**config.mk**
```make
export PLATFORM = sky130hd
export DESIGN_NAME = write_back_buffer
export DESIGN_NICKNAME = d
export VERILOG_FILES = /design/src/rtl/wbb_pkg.sv /design/src/rtl/wbb_match.sv /design/src/rtl/write_back_buffer.sv
export SDC_FILE = /design/constraint.sdc
export NUM_CORES = 1
export LEC_CHECK = 0
export CAP_MARGIN = 20
export CORE_MARGIN = 5
export CORE_UTILIZATION = 30
export CTS_CLUSTER_SIZE = 20
export DETAILED_ROUTE_END_ITERATION = 6
export RECOVER_POWER = 25
export SLEW_MARGIN = 5
export SYNTH_ARGS = -nofsm -noshare
export SYNTH_HDL_FRONTEND = slang
export SYNTH_HIERARCHICAL = 1
export SYNTH_SLANG_ARGS = --single-unit
```
**constraint.sdc**
```tcl
create_clock -name clk -period 5.3 [get_ports clk]
set_input_delay 0.53 -clock clk [delete_from_list [all_inputs] [get_ports clk]]
set_output_delay 0.53 -clock clk [all_outputs]
set_load 0.02 [all_outputs]
```
**src/rtl/wbb_pkg.sv**
```systemverilog
// Shared types for the write-back buffer: FSM state, entry layout and the
// word-address boundary used by every address compare.
package wbb_pkg;
    localparam int WORD_LSB   = 2;
    localparam int WBB_ADDR_W = 32;
    localparam int WBB_DATA_W = 32;

    typedef enum logic [1:0] {IDLE, DRAIN, FORCE} wbb_state_t;

    typedef struct packed {
        logic                  valid;
        logic [WBB_ADDR_W-1:0] addr;
        logic [WBB_DATA_W-1:0] data;
    } wbb_entry_t;
endpackage

```
**src/rtl/wbb_match.sv**
```systemverilog
// Parallel word-address compare across all buffer entries; the youngest
// matching entry (furthest from the head) wins.
module wbb_match #(
    parameter int DEPTH = 4,
    parameter int WW    = 30,
    parameter int DW    = 32,
    localparam int PW   = $clog2(DEPTH)
) (
    input  logic [DEPTH-1:0]         i_valid,
    input  logic [DEPTH-1:0][WW-1:0] i_word,
    input  logic [DEPTH-1:0][DW-1:0] i_data,
    input  logic [PW-1:0]            i_head,
    input  logic [WW-1:0]            i_key,
    output logic                     o_hit,
    output logic [PW-1:0]            o_idx,
    output logic [DW-1:0]            o_data
);
    logic [PW-1:0] w_j;

    // Walk oldest to youngest so a later match overrides an earlier one.
    always_comb begin
        o_hit  = 1'b0;
        o_idx  = '0;
        o_data = '0;
        w_j    = '0;
        for (int k = 0; k < DEPTH; k++) begin
            w_j = i_head + PW'(k);
            if (i_valid[w_j] && i_word[w_j] == i_key) begin
                o_hit  = 1'b1;
                o_idx  = w_j;
                o_data = i_data[w_j];
            end
        end
    end
endmodule

```
**src/rtl/write_back_buffer.sv**
```systemverilog
// Word-granular write-back FIFO between the cache and DataMemory: absorbs
// evictions, coalesces same-word writes, forwards to misses, drains when idle.
module write_back_buffer
    import wbb_pkg::*;
#(
    parameter int DATA_WIDTH = WBB_DATA_W,
    parameter int ADDR_WIDTH = WBB_ADDR_W,
    parameter int DEPTH      = 4
) (
    input  logic                     clk,
    input  logic                     rst,
    input  logic                     wb_valid_i,
    input  logic [ADDR_WIDTH-1:0]    wb_addr_i,
    input  logic [DATA_WIDTH-1:0]    wb_data_i,
    output logic                     wb_ready_o,
    input  logic [ADDR_WIDTH-1:0]    lookup_addr_i,
    output logic                     fwd_hit_o,
    output logic [DATA_WIDTH-1:0]    fwd_data_o,
    input  logic                     mem_rd_req_i,
    output logic                     rd_stall_o,
    input  logic                     flush_i,
    output logic                     mem_we_o,
    output logic [ADDR_WIDTH-1:0]    mem_addr_o,
    output logic [DATA_WIDTH-1:0]    mem_wd_o,
    output logic [$clog2(DEPTH):0]   count_o,
    output logic                     empty_o,
    output logic                     full_o
);
    localparam int PW = $clog2(DEPTH);
    localparam int CW = PW + 1;
    localparam int WW = ADDR_WIDTH - WORD_LSB;

    wbb_state_t  r_state;
    wbb_entry_t  r_ent [DEPTH];
    logic [PW-1:0] r_head, r_tail;
    logic [CW-1:0] r_count;

    logic w_empty, w_full, w_fire, w_push, w_coal, w_append;
    logic [CW-1:0] w_cnt_nxt;
    logic [DEPTH-1:0] w_valid, w_cvalid;
    logic [DEPTH-1:0][WW-1:0] w_word;
    logic [DEPTH-1:0][DATA_WIDTH-1:0] w_data;
    logic w_c_hit, w_l_hit;
    logic [PW-1:0] w_c_idx, w_l_idx;
    logic [DATA_WIDTH-1:0] w_c_data, w_l_data;
    logic w_unused;

    assign w_empty = (r_count == '0);
    assign w_full  = (r_count == CW'(DEPTH));
    assign w_fire  = !w_empty && (r_state == FORCE || !mem_rd_req_i);
    assign w_push  = wb_valid_i && wb_ready_o;
    // The popping head is excluded so a rewrite of it lands in a fresh entry.
    assign w_coal   = w_push && w_c_hit;
    assign w_append = w_push && !w_c_hit;

    always_comb begin
        for (int i = 0; i < DEPTH; i++) begin
            w_valid[i]  = r_ent[i].valid;
            w_cvalid[i] = r_ent[i].valid && !(w_fire && r_head == PW'(i));
            w_word[i]   = r_ent[i].addr[ADDR_WIDTH-1:WORD_LSB];
            w_data[i]   = r_ent[i].data;
        end
    end

    always_comb begin
        w_cnt_nxt = r_count;
        if (w_append && !w_fire)
            w_cnt_nxt = r_count + 1'b1;
        else if (!w_append && w_fire)
            w_cnt_nxt = r_count - 1'b1;
    end

    wbb_match #(.DEPTH(DEPTH), .WW(WW), .DW(DATA_WIDTH)) u_coal (
        .i_valid (w_cvalid),
        .i_word  (w_word),
        .i_data  (w_data),
        .i_head  (r_head),
        .i_key   (wb_addr_i[ADDR_WIDTH-1:WORD_LSB]),
        .o_hit   (w_c_hit),
        .o_idx   (w_c_idx),
        .o_data  (w_c_data)
    );

    wbb_match #(.DEPTH(DEPTH), .WW(WW), .DW(DATA_WIDTH)) u_lookup (
        .i_valid (w_valid),
        .i_word  (w_word),
        .i_data  (w_data),
        .i_head  (r_head),
        .i_key   (lookup_addr_i[ADDR_WIDTH-1:WORD_LSB]),
        .o_hit   (w_l_hit),
        .o_idx   (w_l_idx),
        .o_data  (w_l_data)
    );

    assign w_unused = ^{w_c_data, w_l_idx, lookup_addr_i[WORD_LSB-1:0]};

    assign wb_ready_o = !w_full || w_fire;
    assign mem_we_o   = w_fire;
    assign mem_addr_o = w_empty ? '0 : r_ent[r_head].addr;
    assign mem_wd_o   = w_empty ? '0 : r_ent[r_head].data;
    assign rd_stall_o = (r_state == FORCE) && mem_rd_req_i && !w_empty;
    assign fwd_hit_o  = w_l_hit;
    assign fwd_data_o = w_l_data;
    assign count_o    = r_count;
    assign empty_o    = w_empty;
    assign full_o     = w_full;

    always_ff @(posedge clk) begin
        if (rst) begin
            r_state <= IDLE;
            r_head  <= '0;
            r_tail  <= '0;
            r_count <= '0;
            for (int i = 0; i < DEPTH; i++)
                r_ent[i] <= '0;
        end else begin
            // Pop clears first so an append into the same slot (full + pop) wins.
            if (w_fire) begin
                r_ent[r_head].valid <= 1'b0;
                r_head <= r_head + 1'b1;
            end
            if (w_coal)
                r_ent[w_c_idx].data <= wb_data_i;
            if (w_append) begin
                r_ent[r_tail].valid <= 1'b1;
                r_ent[r_tail].addr  <= wb_addr_i;
                r_ent[r_tail].data  <= wb_data_i;
                r_tail <= r_tail + 1'b1;
            end
            r_count <= w_cnt_nxt;
            case (r_state)
                IDLE:  if (w_push) r_state <= DRAIN;
                DRAIN: begin
                    if (w_cnt_nxt == '0)          r_state <= IDLE;
                    else if (w_full || flush_i)   r_state <= FORCE;
                end
                FORCE: begin
                    if (w_cnt_nxt == '0)          r_state <= IDLE;
                    else if (w_cnt_nxt < CW'(DEPTH) && !flush_i) r_state <= DRAIN;
                end
                default: r_state <= IDLE;
            endcase
        end
    end
endmodule

```
Word level (Yosys, flattened, before mapping)
Memory sizes are Yosys's and may differ from the RTL's. A register that Yosys moved wholly into a read port is not among the register bits.
Cells that the tools add are included.
W data, S select, Z words.

word-level totals
  memory bits (writable) = 260
  register bits = 9
  input port bits = 101
  bits in latches = 0
  memory bits (read-only) = 0
  output and inout bits = 105
  word-level logic and storage cells = 160
  memories kept = 1

cells by class
  shift operators = 0
  $mul = 0
  reductions and logical operators = 47
  mux-type cells = 80
  equal/unequal tests = 17
  $lt $le $gt $ge = 5
  div/mod/pow operators = 0
  bitwise operators = 0
  add/subtract/negate cells = 6

memory list
  memory  depth  width  rd ports  clocked after memory_dff  wr ports  line                     source
  r_ent   4      65     5         1                         4         write_back_buffer.sv:34  wbb_entry_t r_ent [DEPTH];

operator list
  kind                   count
  $mux W32               10
  $bmux W32 S2           4
  $bmux W30 S2           4
  $eq A30 B30 Y1         8
  $mux W65               3
  $reduce_or A65 Y1      3
  $mux W30               4
  $mux W2                17
  $mux W1                27
  $logic_and A1 B1 Y1    25
  $bmux W1 S2            8
  $lt A2 B3 Y1 const B   4
  $logic_not A1 Y1       11
  $eq A2 B2 Y1 const B   3
  $logic_not A3 Y1       2
  $mux W3                2
  $pmux W2 S3            1
  $add A2 B1 Y2 const B  2
  $add A2 B2 Y2 const B  2
  $eq A2 B1 Y1 const B   2
  $logic_not A2 Y1       2
  $add A3 B1 Y3 const B  1
  $eq A3 B3 Y1 const B   1
  $logic_or A1 B1 Y1     3
  6 further kinds        6

Logic depth before layout (Yosys ltp)
Gate-level depths: netlist of the first run.

  depth in word-level cells = 24
  mapped depth = 23
  mapped depth without buffers = 20

Modules after synthesis
The synthesis of the first run kept the hierarchy.

modules (own cells, without submodules)
  module             area each (sq um)  sequential area each (sq um)  times used  cells each
  wbb_match          8353.0             0.0                           2           1037
  write_back_buffer  12420.7            8027.7                        1           807

Least setup slack after synthesis of the first run
Ideal clock, no wire load.

  path type = register to register
  start point = reg r_count[0] (netlist: count_o[0])
  end point = mem r_ent[0][0] in the netlist's numbering (enable)
  library setup time = 375 ps
  slack = 185 ps
  data arrival time = 4740 ps
  clock period less this slack = 5115 ps
  cell stages (with the launch flop) = 22
  path buffers = 4
  data required time = 4925 ps
  path through = dfxtp_1 -> inv_1 -> ha_1 -> nor2b_1 -> a21o_2 -> inv_1 -> buf_2 -> a21boi_0 -> mux2_2 -> nand2_1 -> or4_1 -> a2111oi_0 -> and4_1 -> clkbuf_1 -> buf_2 -> buf_2 -> o32ai_1 -> a221o_1 -> nor2_1 -> a21oi_1 -> nor2_1 -> or2_2

RTL lines
  what                      line                      source
  start: declaration        write_back_buffer.sv:36   logic [CW-1:0] r_count;
  start signal: assignment  write_back_buffer.sv:130  r_count <= w_cnt_nxt;
  end: declaration          write_back_buffer.sv:34

Worst setup path after layout of the first run
  start point = reg r_head[1]
  end point = out fwd_data_o[30]

between the ends
  longest elaborated chain between the ends = 8
  elaborated cells on any way between the ends = 39
  those cells by class = add/sub (3); eq/ne (4); mux (28); reduce/logical (4)

RTL lines
  what                                                              line                              source
  start: declaration                                                write_back_buffer.sv:35           logic [PW-1:0] r_head, r_tail;
  start signal: assignment                                          write_back_buffer.sv:120          r_head <= r_head + 1'b1;
  $add A2 B1 Y2 or $bmux W30 S2 (tied branches)                     wbb_match.sv:27, wbb_match.sv:28
  $bmux W30 S2 or $mux W30 (tied branches)                          wbb_match.sv:28                   if (i_valid[w_j] && i_word[w_j] == i_key) begin
  $mux W30 (implied by the code) or $eq A30 B30 Y1 (tied branches)  wbb_match.sv:28
  $eq A30 B30 Y1 or $logic_and A1 B1 Y1 (tied branches)             wbb_match.sv:28
  $logic_and A1 B1 Y1 or $mux W32 (tied branches)                   wbb_match.sv:28
  $mux W32 (2 in a row)                                             wbb_match.sv:28
  $mux W32 *                                                        wbb_match.sv:28
  end: declaration                                                  write_back_buffer.sv:18           output logic [DATA_WIDTH-1:0] fwd_data_o,

Mark *: on every way between the ends. The rest lies on a longest branch, timed or not. The select of a mux whose other input is x is not followed.

==> impl_metrics.yaml, run 1 <==
detailed_routing:
  dr_total_vias: 21400
  totalWireLength_mm: 99.2
  ant_nets: 0
  drc: 0
  drt_iter0_drc: 2342
  firstDrtPassIters: 5
  viasPerCell: 5.64
  post_drt_wl_per_cell_um: 26.1
grt:
  antenna_found_initial: 13
  grt_pass1_vias: 20900
  grtUsageTotal: 0.211
  grt_pass1_wl_mm: 143
  use_met2: 0.325
  grt-busiest-layer: "met2"
  grt.met3_usage: 0.0332
  met1_usage: 0.297
  overflow: 0
  grt_max_degree: 68
cells_and_area:
  num-nets-final: 2746
  fillers: 8252
  stdcell_count: 3804
  layout-drive-gt1-share: 0.224
  area_delta_synth_final_pct: 22.5
placed_design:
  globalplace.congestion: 1.02
  dp_hpwl_mm: 73.6
  io_buffers: 203
  dp.cells: 3713
clock_tree:
  htreeDepth: 2
  cts_max_path_buffers: 3
  clk_pin_slew_ps: 60
  clock_latency_ps: 570
  cts_hold_buf: 0
  cts_tree: "built"
  clockRootBuffer: "clkbuf_16"
  cts_buffers: 35
  cts.sinks: 271
die:
  chipHeight_um: 301
  initial_utilization: 0.303
  core_area_um2: 83700
  placementRows: 106
  die_area_um2: 90300
  pin_count: 206
  die_w_um: 301
logic_synthesis:
  syn-mean-instance-area_um2: 10.7
  syn-instance-count: 2375
  ys.warnings.count: 6
  syn_nets: 2483
  synth.cell_area_um2: 25300
setup_path:
  worstSetupPathType: "flop to output port"
  critPathCaptureType: "output port"
  critical_path_arrival_ps: 4610
  critPathRequiredTime_ps: 4770
  start_kind: "flop"
  cp_max_fo: 13
timing:
  final-setup-viol-count: 0
  rsz0062_at_grt: "no"
  fin_hold_ws_ps: 565
  clock_skew_ps: 37.4
  worst_slew_pin_slew_ps: 1820
  hold_viol: 0
  fmax_ghz: 0.194
  post-route-period-util: 0.971
  period_needed_ps: 5140
  slew_violations: 21
  slew_headroom: -0.213
power_and_ir_drop:
  internal_power_mw: 6.94
  clockPowerShare: 0.200
  power.switching_mw: 5.08
  power_leakage_nw: 10.5
  ir_drop_mv: 0.423
  seqPwrFrac: 0.238
  power_density_nw_per_um2: 387
  combPwrFrac: 0.562
  p_sw_frac: 0.423
job:
  drv_cap: 1
run_status:
  status: "finished with violations"
  violations: "max-capacitance violations, max-slew violations"
hold_path:
  hp-class: "flop to flop"
[routing by layer]
layer	vias up	wire, µm
li1	9530	-
met1	10700	43100
met2	1028	43900
met3	196	7870
met4	2	4350
met5	-	13
[cells in the final DEF, fill, tap and decap left out, drive strengths merged, types with 69 or more instances in the layout]
cell type and count:
and2 260, buf 256, clkdlybuf4s50 102, dlygate4sd3 69, edfxtp 260, mux2 71, mux2i 363, mux4 122
nand2 90, nor2 97, nor2b 72, xnor2 148
[flip-flops by register name, indices dropped and copies added, names as in the netlist, named ones only]
| name | flops |
|---|---|
| r_ent | 260 |
| count_o | 3 |
| r_head | 2 |
| r_state | 2 |
| r_tail | 2 |
[power by group through the flow]
stage	logic, mW	registers (mW)	clock network, mW
floorplan	4.41	2.71	0
global placement	6.71	2.93	0
detailed placement	6.71	2.94	0
CTS	6.85	2.85	2.45
global route	7.13	2.89	2.53
finish	6.76	2.85	2.41
[worst max-delay path, stage by stage (launching register included)]
cell and delay [ps]:
dfxtp_4 470, buf_12 150, mux4_2 580, xor2_1 210, nor4_2 330, and4_1 230, or4b_1 510, buf_4 170
nor2_2 150, buf_4 240, nor4_4 90, a221oi_1 300, o32ai_1 150, buf_4 170, dlygate4sd2_1 320
[layout make-up]
| cell class | instances | area (µm²) | area share |
|---|---|---|---|
| Clock buffer | 46 | 917 | 0.0296 |
| Clock inverter | 16 | 228 | 0.00734 |
| Tap cell | 1134 | 1420 | 0.0457 |
| Timing Repair Buffer | 460 | 4300 | 0.139 |
| Sequential cell | 271 | 8040 | 0.259 |
| Antenna cell | 7 | 17.5 | 0.000565 |
| Inverter | 25 | 96.3 | 0.00311 |
| Multi-Input combinational cell | 1845 | 16000 | 0.516 |
[what timing repair did]
item,CTS,global route
setup endpoints to repair,33,206
pin swaps,1,3
gates resized for setup,47,19
cloned,2,0
setup buffers,16,4
[stage by stage]
step	worst slack [ps]	setup TNS (ps)	cell area (µm²)	power, mW	utilization
3_3_place_gp	-61.7	-369	29600	9.64	0.353
3_5_place_dp	-60.0	-166	29600	9.65	0.353
4_1_cts	17.6	0	31000	12.2	0.370
5_1_grt	9.08	0	31000	12.5	0.371
6_report	155	0	31000	12.0	0.371
2_1_floorplan	488	0	25300	7.12	-
[worst paths after layout]
path | slack [ps] | to | startpoint | depth (start not counted)
min | 570 | r_tail[0] | r_tail[0] | 2
min reg2reg | 570 | r_tail[0] | r_tail[0] | 2
max reg2reg | 190 | r_state[0] | r_head[0] | 19
max | 160 | fwd_data_o[30] | r_head[1] | 14
No activity file was read; power rests on OpenSTA's default activity.
==> run 2, diff against run 1 <==
--- a/config.mk
+++ b/config.mk
@@ -10,6 +10,7 @@
 export CORE_UTILIZATION = 30
 export CTS_CLUSTER_SIZE = 20
 export DETAILED_ROUTE_END_ITERATION = 6
+export PLACE_DENSITY = 0.56
 export RECOVER_POWER = 25
 export SLEW_MARGIN = 5
 export SYNTH_ARGS = -nofsm -noshare
==> constraint.sdc (replaced) <==
create_clock -name clk -period 5.7 [get_ports clk]
set_input_delay 0.57 -clock clk [delete_from_list [all_inputs] [get_ports clk]]
set_output_delay 0.57 -clock clk [all_outputs]
set_load 0.02 [all_outputs]
==> run 2 against run 1 <==
The flow still finishes with violations (max-capacitance violations, max-slew violations). Via count is 0.69% lower. Register-to-register slack better by 70 ps. Utilization is 0.95 points lower. Routed wire length is 7.2% higher. Critical endpoint is now fwd_data_o[31].
==> impl_metrics.yaml, run 2 (synthesis results as in run 1) <==
cells_and_area:
  num-nets-final: 2665
  final_cell_mix: "mux2i_1 (359), edfxtp_1 (260), and2_1 (225)"
  regMostFlops: "r_ent"
  fillers: 8261
  multi_input_area_um2: 15900
  layout-drive-gt1-share: 0.193
  final_common_cell: "mux2i_1"
  layout.area.seq_um2: 8040
  design_area_um2: 30200
  area_delta_synth_final_pct: 19.4
  largest_reg_flops: 260
clock_tree:
  clk_pin_slew_ps: 60
  cts_buffers: 30
  cts_tree: "built"
  clockRootBuffer: "clkbuf_16"
  cts_hold_buf: 0
  cts_max_path_buffers: 3
  cts.sinks: 271
  clock_latency_ps: 620
  htreeDepth: 1
hold_path:
  hp-class: "flop to flop"
timing:
  worst_slew_pin_slew_ps: 1790
  slew_violations: 68
  hold_viol: 0
  fin_tns_setup_ps: 0
  clock_skew_ps: 32.5
  post-route-period-util: 0.982
  slew_headroom: -0.192
  period_needed_ps: 5600
  fmax_ghz: 0.179
  final-setup-viol-count: 0
  fin_hold_ws_ps: 590
  rsz0062_at_grt: "no"
setup_path:
  critPathCaptureType: "output port"
  critPathRequiredTime_ps: 5130
  critical_path_arrival_ps: 5030
  start_kind: "flop"
  cp_max_fo: 12
  worstSetupPathType: "flop to output port"
detailed_routing:
  post_drt_wl_per_cell_um: 28.6
  totalWireLength_mm: 106
  drt_iter0_drc: 2009
  firstDrtPassIters: 6
  drc: 0
  ant_nets: 0
  dr_total_vias: 21300
  viasPerCell: 5.73
grt:
  antenna_found_initial: 13
  grt_max_degree: 82
  grt_pass1_vias: 20900
  overflow: 0
  grtUsageTotal: 0.225
  grt_pass1_wl_mm: 151
die:
  placementRows: 106
  initial_utilization: 0.303
  die_area_um2: 90300
  core_area_um2: 83700
  pin_count: 206
  chipHeight_um: 301
  die_w_um: 301
run_status:
  violations: "max-capacitance violations, max-slew violations"
  status: "finished with violations"
power_and_ir_drop:
  total_power_mw: 10.9
  ir_drop_mv: 0.271
  power_leakage_nw: 9.91
  power_density_nw_per_um2: 359
placed_design:
  dp_hpwl_mm: 78.1
  placed_area_um2: 29000
  globalplace.congestion: 0.983
  io_buffers: 203
job:
  drv_cap: 1
==> run 2: cell types whose count changed in the layout (fill, tap and decap cells not counted), sizes merged, moves of 2 or more <==
cell / before / now
bufinv: 4 / 1
diode: 7 / 5
dlymetal6s2s: 3 / 0
buf: 256 / 177
clkbuf: 55 / 49
dlygate4sd2: 18 / 2
dlygate4sd3: 69 / 71
clkdlybuf4s50: 102 / 128
bufbuf: 2 / 0
==> run 2: final timing paths <==
kind	start	to	slack [ps]	cells past startpoint
worst max-delay path	r_ent[3][35]	fwd_data_o[31]	100	13
worst min-delay path	r_tail[0]	r_tail[0]	590	2
worst max register to register	r_head[1]	r_ent[2][52]	260	15
worst min register to register	r_tail[0]	r_tail[0]	590	2
==> run 2: routing by layer <==
| metal | vias to the layer above | wire [µm] | GRT usage |
|---|---|---|---|
| li1 | 9352 | - | - |
| met1 | 10900 | 45400 | 0.311 |
| met2 | 946 | 49900 | 0.371 |
| met3 | 130 | 8290 | 0.0366 |
| met4 | 8 | 2770 | 0.0532 |
| met5 | - | 47 | 0 |
==> run 2: area by class of cell <==
cell class | instances | area share
diodes | 5 | 0.000414
clock buffers | 43 | 0.0282
clock inverters | 11 | 0.00364
inverters | 25 | 0.00310
multi-input cells | 1845 | 0.527
flip-flops and latches | 271 | 0.266
well taps | 1134 | 0.0469
repair buffers | 384 | 0.124
==> run 2: power breakdown <==
part           internal (mW)  total (mW)  leakage (nW)  switching [mW]
Combinational           2.72        6.26          6.65            3.54
Clock                   1.08        1.91         0.469           0.832
Sequential              2.35        2.69          2.80           0.336
==> run 2: stage by stage <==
| stage | std cells | setup slack, ps | utilization |
|---|---|---|---|
| CTS | 3709 | 19.1 | 0.360 |
| global placement | 3647 | 143 | 0.347 |
| floorplan | 2375 | 888 | - |
| finish | 3718 | 103 | 0.361 |
| global route | 3715 | 0.367 | 0.361 |
| detailed placement | 3647 | 107 | 0.347 |
==> run 2: timing repair <==
item	CTS	global route
endpoints found under the setup margin	33	26
pin swaps	1	0
gates resized for setup	3	10
setup buffers	8	3
==> run 2: critical path, stage by stage, from the launching register on <==
cell             delay [ps]
edfxtp_1                580
mux4_2                  620
xor2_1                  180
nor4_1                  360
and4_1                  290
or4b_1                  520
buf_4                   170
nor2_2                  160
nor3_2                  110
buf_6                   200
a21boi_1                130
nor4_1                  340
buf_4                   170
clkdlybuf4s50_1         600
==> run 3, diff against run 2 <==
--- a/config.mk
+++ b/config.mk
@@ -11,7 +11,7 @@
 export CTS_CLUSTER_SIZE = 20
 export DETAILED_ROUTE_END_ITERATION = 6
 export PLACE_DENSITY = 0.56
-export RECOVER_POWER = 25
+export RECOVER_POWER = 50
 export SLEW_MARGIN = 5
 export SYNTH_ARGS = -nofsm -noshare
 export SYNTH_HDL_FRONTEND = slang
==> run 3 against run 2 <==
First-iteration DRC count down 0.35%. Clock skew rose by 0.51 ps. Sequential cell count did not move. The flow still finishes with violations (max-capacitance violations, max-slew violations). Critical endpoint unchanged. Highest routed layer unchanged. Largest cell class unchanged. Register-to-register slack worse by 70 ps. Clock power about the same.
==> impl_metrics.yaml, run 3 (synthesis results as in run 1) <==
run_status:
  status: "finished with violations"
  violations: "max-capacitance violations, max-slew violations"
clock_tree:
  htreeDepth: 1
  clock_latency_ps: 620
  cts_hold_buf: 0
  cts_buffers: 30
  clk_pin_slew_ps: 60
  cts_max_path_buffers: 3
  clockRootBuffer: "clkbuf_16"
  cts_tree: "built"
  cts.sinks: 271
detailed_routing:
  wl_met2_mm: 50.0
  firstDrtPassIters: 6
  post_drt_wl_per_cell_um: 28.7
  drt_iter0_drc: 2002
  totalWireLength_mm: 107
  wl_met1_mm: 45.8
  viasPerCell: 5.74
  dr_total_vias: 21300
  ant_nets: 0
  highest_layer: "met5"
  drc: 0
  dr_wl_met3_mm: 8.03
die:
  initial_utilization: 0.303
  die_w_um: 301
  pin_count: 206
  core_area_um2: 83700
  die_area_um2: 90300
  chipHeight_um: 301
  placementRows: 106
timing:
  worst_slew_pin_slew_ps: 1810
  fin_tns_setup_ps: 0
  period_needed_ps: 5600
  fmax_ghz: 0.179
  slew_headroom: -0.204
  slew_violations: 68
  clock_skew_ps: 33.0
  hold_viol: 0
  final-setup-viol-count: 0
  post-route-period-util: 0.983
  rsz0062_at_grt: "no"
grt:
  overflow: 0
  grtUsageTotal: 0.225
  grt_max_degree: 82
  grt_pass1_wl_mm: 151
  antenna_found_initial: 13
  grt_pass1_vias: 20900
placed_design:
  dp_hpwl_mm: 78.1
  globalplace.congestion: 0.983
  io_buffers: 203
setup_path:
  critPathRequiredTime_ps: 5130
  worstSetupPathType: "flop to output port"
  cp_max_fo: 12
  critPathCaptureType: "output port"
  start_kind: "flop"
  r2r_slack_ps: 190
  max_stage_delay_ps: 620
  critical_path_arrival_ps: 5030
  path_cells: "mux4_2, xor2_1, nor4_1, and4_1, or4b_1, buf_4, nor2_2, nor3_2, buf_6, a21boi_1, nor4_1, buf_4, clkdlybuf4s50_1"
  cp_slowest_cell: "mux4_2"
job:
  drv_cap: 1
cells_and_area:
  regMostFlops: "r_ent"
  final_common_cell: "mux2i_1"
  layout-drive-gt1-share: 0.193
  area_delta_synth_final_pct: 19.2
  largest_reg_flops: 260
  num-nets-final: 2665
  final_cell_mix: "mux2i_1 (359), edfxtp_1 (260), and2_1 (209)"
power_and_ir_drop:
  power_leakage_nw: 9.88
  combPwrFrac: 0.576
  clockPowerShare: 0.176
  power.switching_mw: 4.71
  internal_power_mw: 6.15
  power_density_nw_per_um2: 360
  p_sw_frac: 0.434
  total_power_mw: 10.9
  seqPwrFrac: 0.248
  ir_drop_mv: 0.273
hold_path:
  hp-class: "flop to flop"
-- run 3: final cells by class --
type	instances	area, µm²
Antenna cell	5	12.5
Inverter	25	93.8
Timing Repair Buffer	384	3720
Multi-Input combinational cell	1845	15900
Clock inverter	11	110
Clock buffer	43	851
Tap cell	1134	1420
Fill cell	8268	53500
Sequential cell	271	8040
-- run 3: through the flow --
step | utilization | hold slack, ps | instances | worst slack (ps) | area [µm²]
4_1_cts | 0.360 | 586 | 3709 | 19.1 | 30200
2_1_floorplan | - | 519 | 2375 | 888 | 25300
6_report | 0.361 | 590 | 3718 | 98.1 | 30200
3_5_place_dp | 0.347 | 576 | 3647 | 107 | 29000
3_3_place_gp | 0.347 | 536 | 3647 | 143 | 29000
5_1_grt | 0.361 | 613 | 3715 | 0.367 | 30200
-- run 3: what timing repair did --
| item | 4_1_cts | 5_1_grt |
|---|---|---|
| setup buffers | 8 | 3 |
| resized for setup | 3 | 10 |
| pin swaps | 1 | 0 |
| setup endpoints to repair | 33 | 26 |
-- run 3: path summary, 6_finish.rpt --
kind / from / endpoint / cells after the start
worst max register to register: r_head[1] / r_ent[1][51] / 15
worst max-delay path: r_ent[3][35] / fwd_data_o[31] / 13
worst min-delay path: r_tail[0] / r_tail[0] / 2
worst min register to register: r_tail[0] / r_tail[0] / 2
-- run 3: power groups by stage --
stage	sequential (mW)	combinational, mW	clock, mW
global placement	2.80	6.10	0
finish	2.69	6.26	1.91
CTS	2.71	6.31	1.95
floorplan	2.52	4.10	0
global route	2.72	6.59	2.02
detailed placement	2.82	6.13	0
-- run 3: routing by layer --
| layer | vias up | track usage |
|---|---|---|
| li1 | 9346 | - |
| met1 | 10900 | 0.311 |
| met2 | 919 | 0.371 |
| met3 | 131 | 0.0366 |
| met4 | 8 | 0.0532 |
| met5 | - | 0 |
-- run 3: critical path: cells and delay by family, from the launching register on --
kind            cells  cell delay (ps)
buf+inv             4             1140
compound gates      1              130
flops               1              580
simple gates        6             1790
mux                 1              620
xor+xnor            1              180
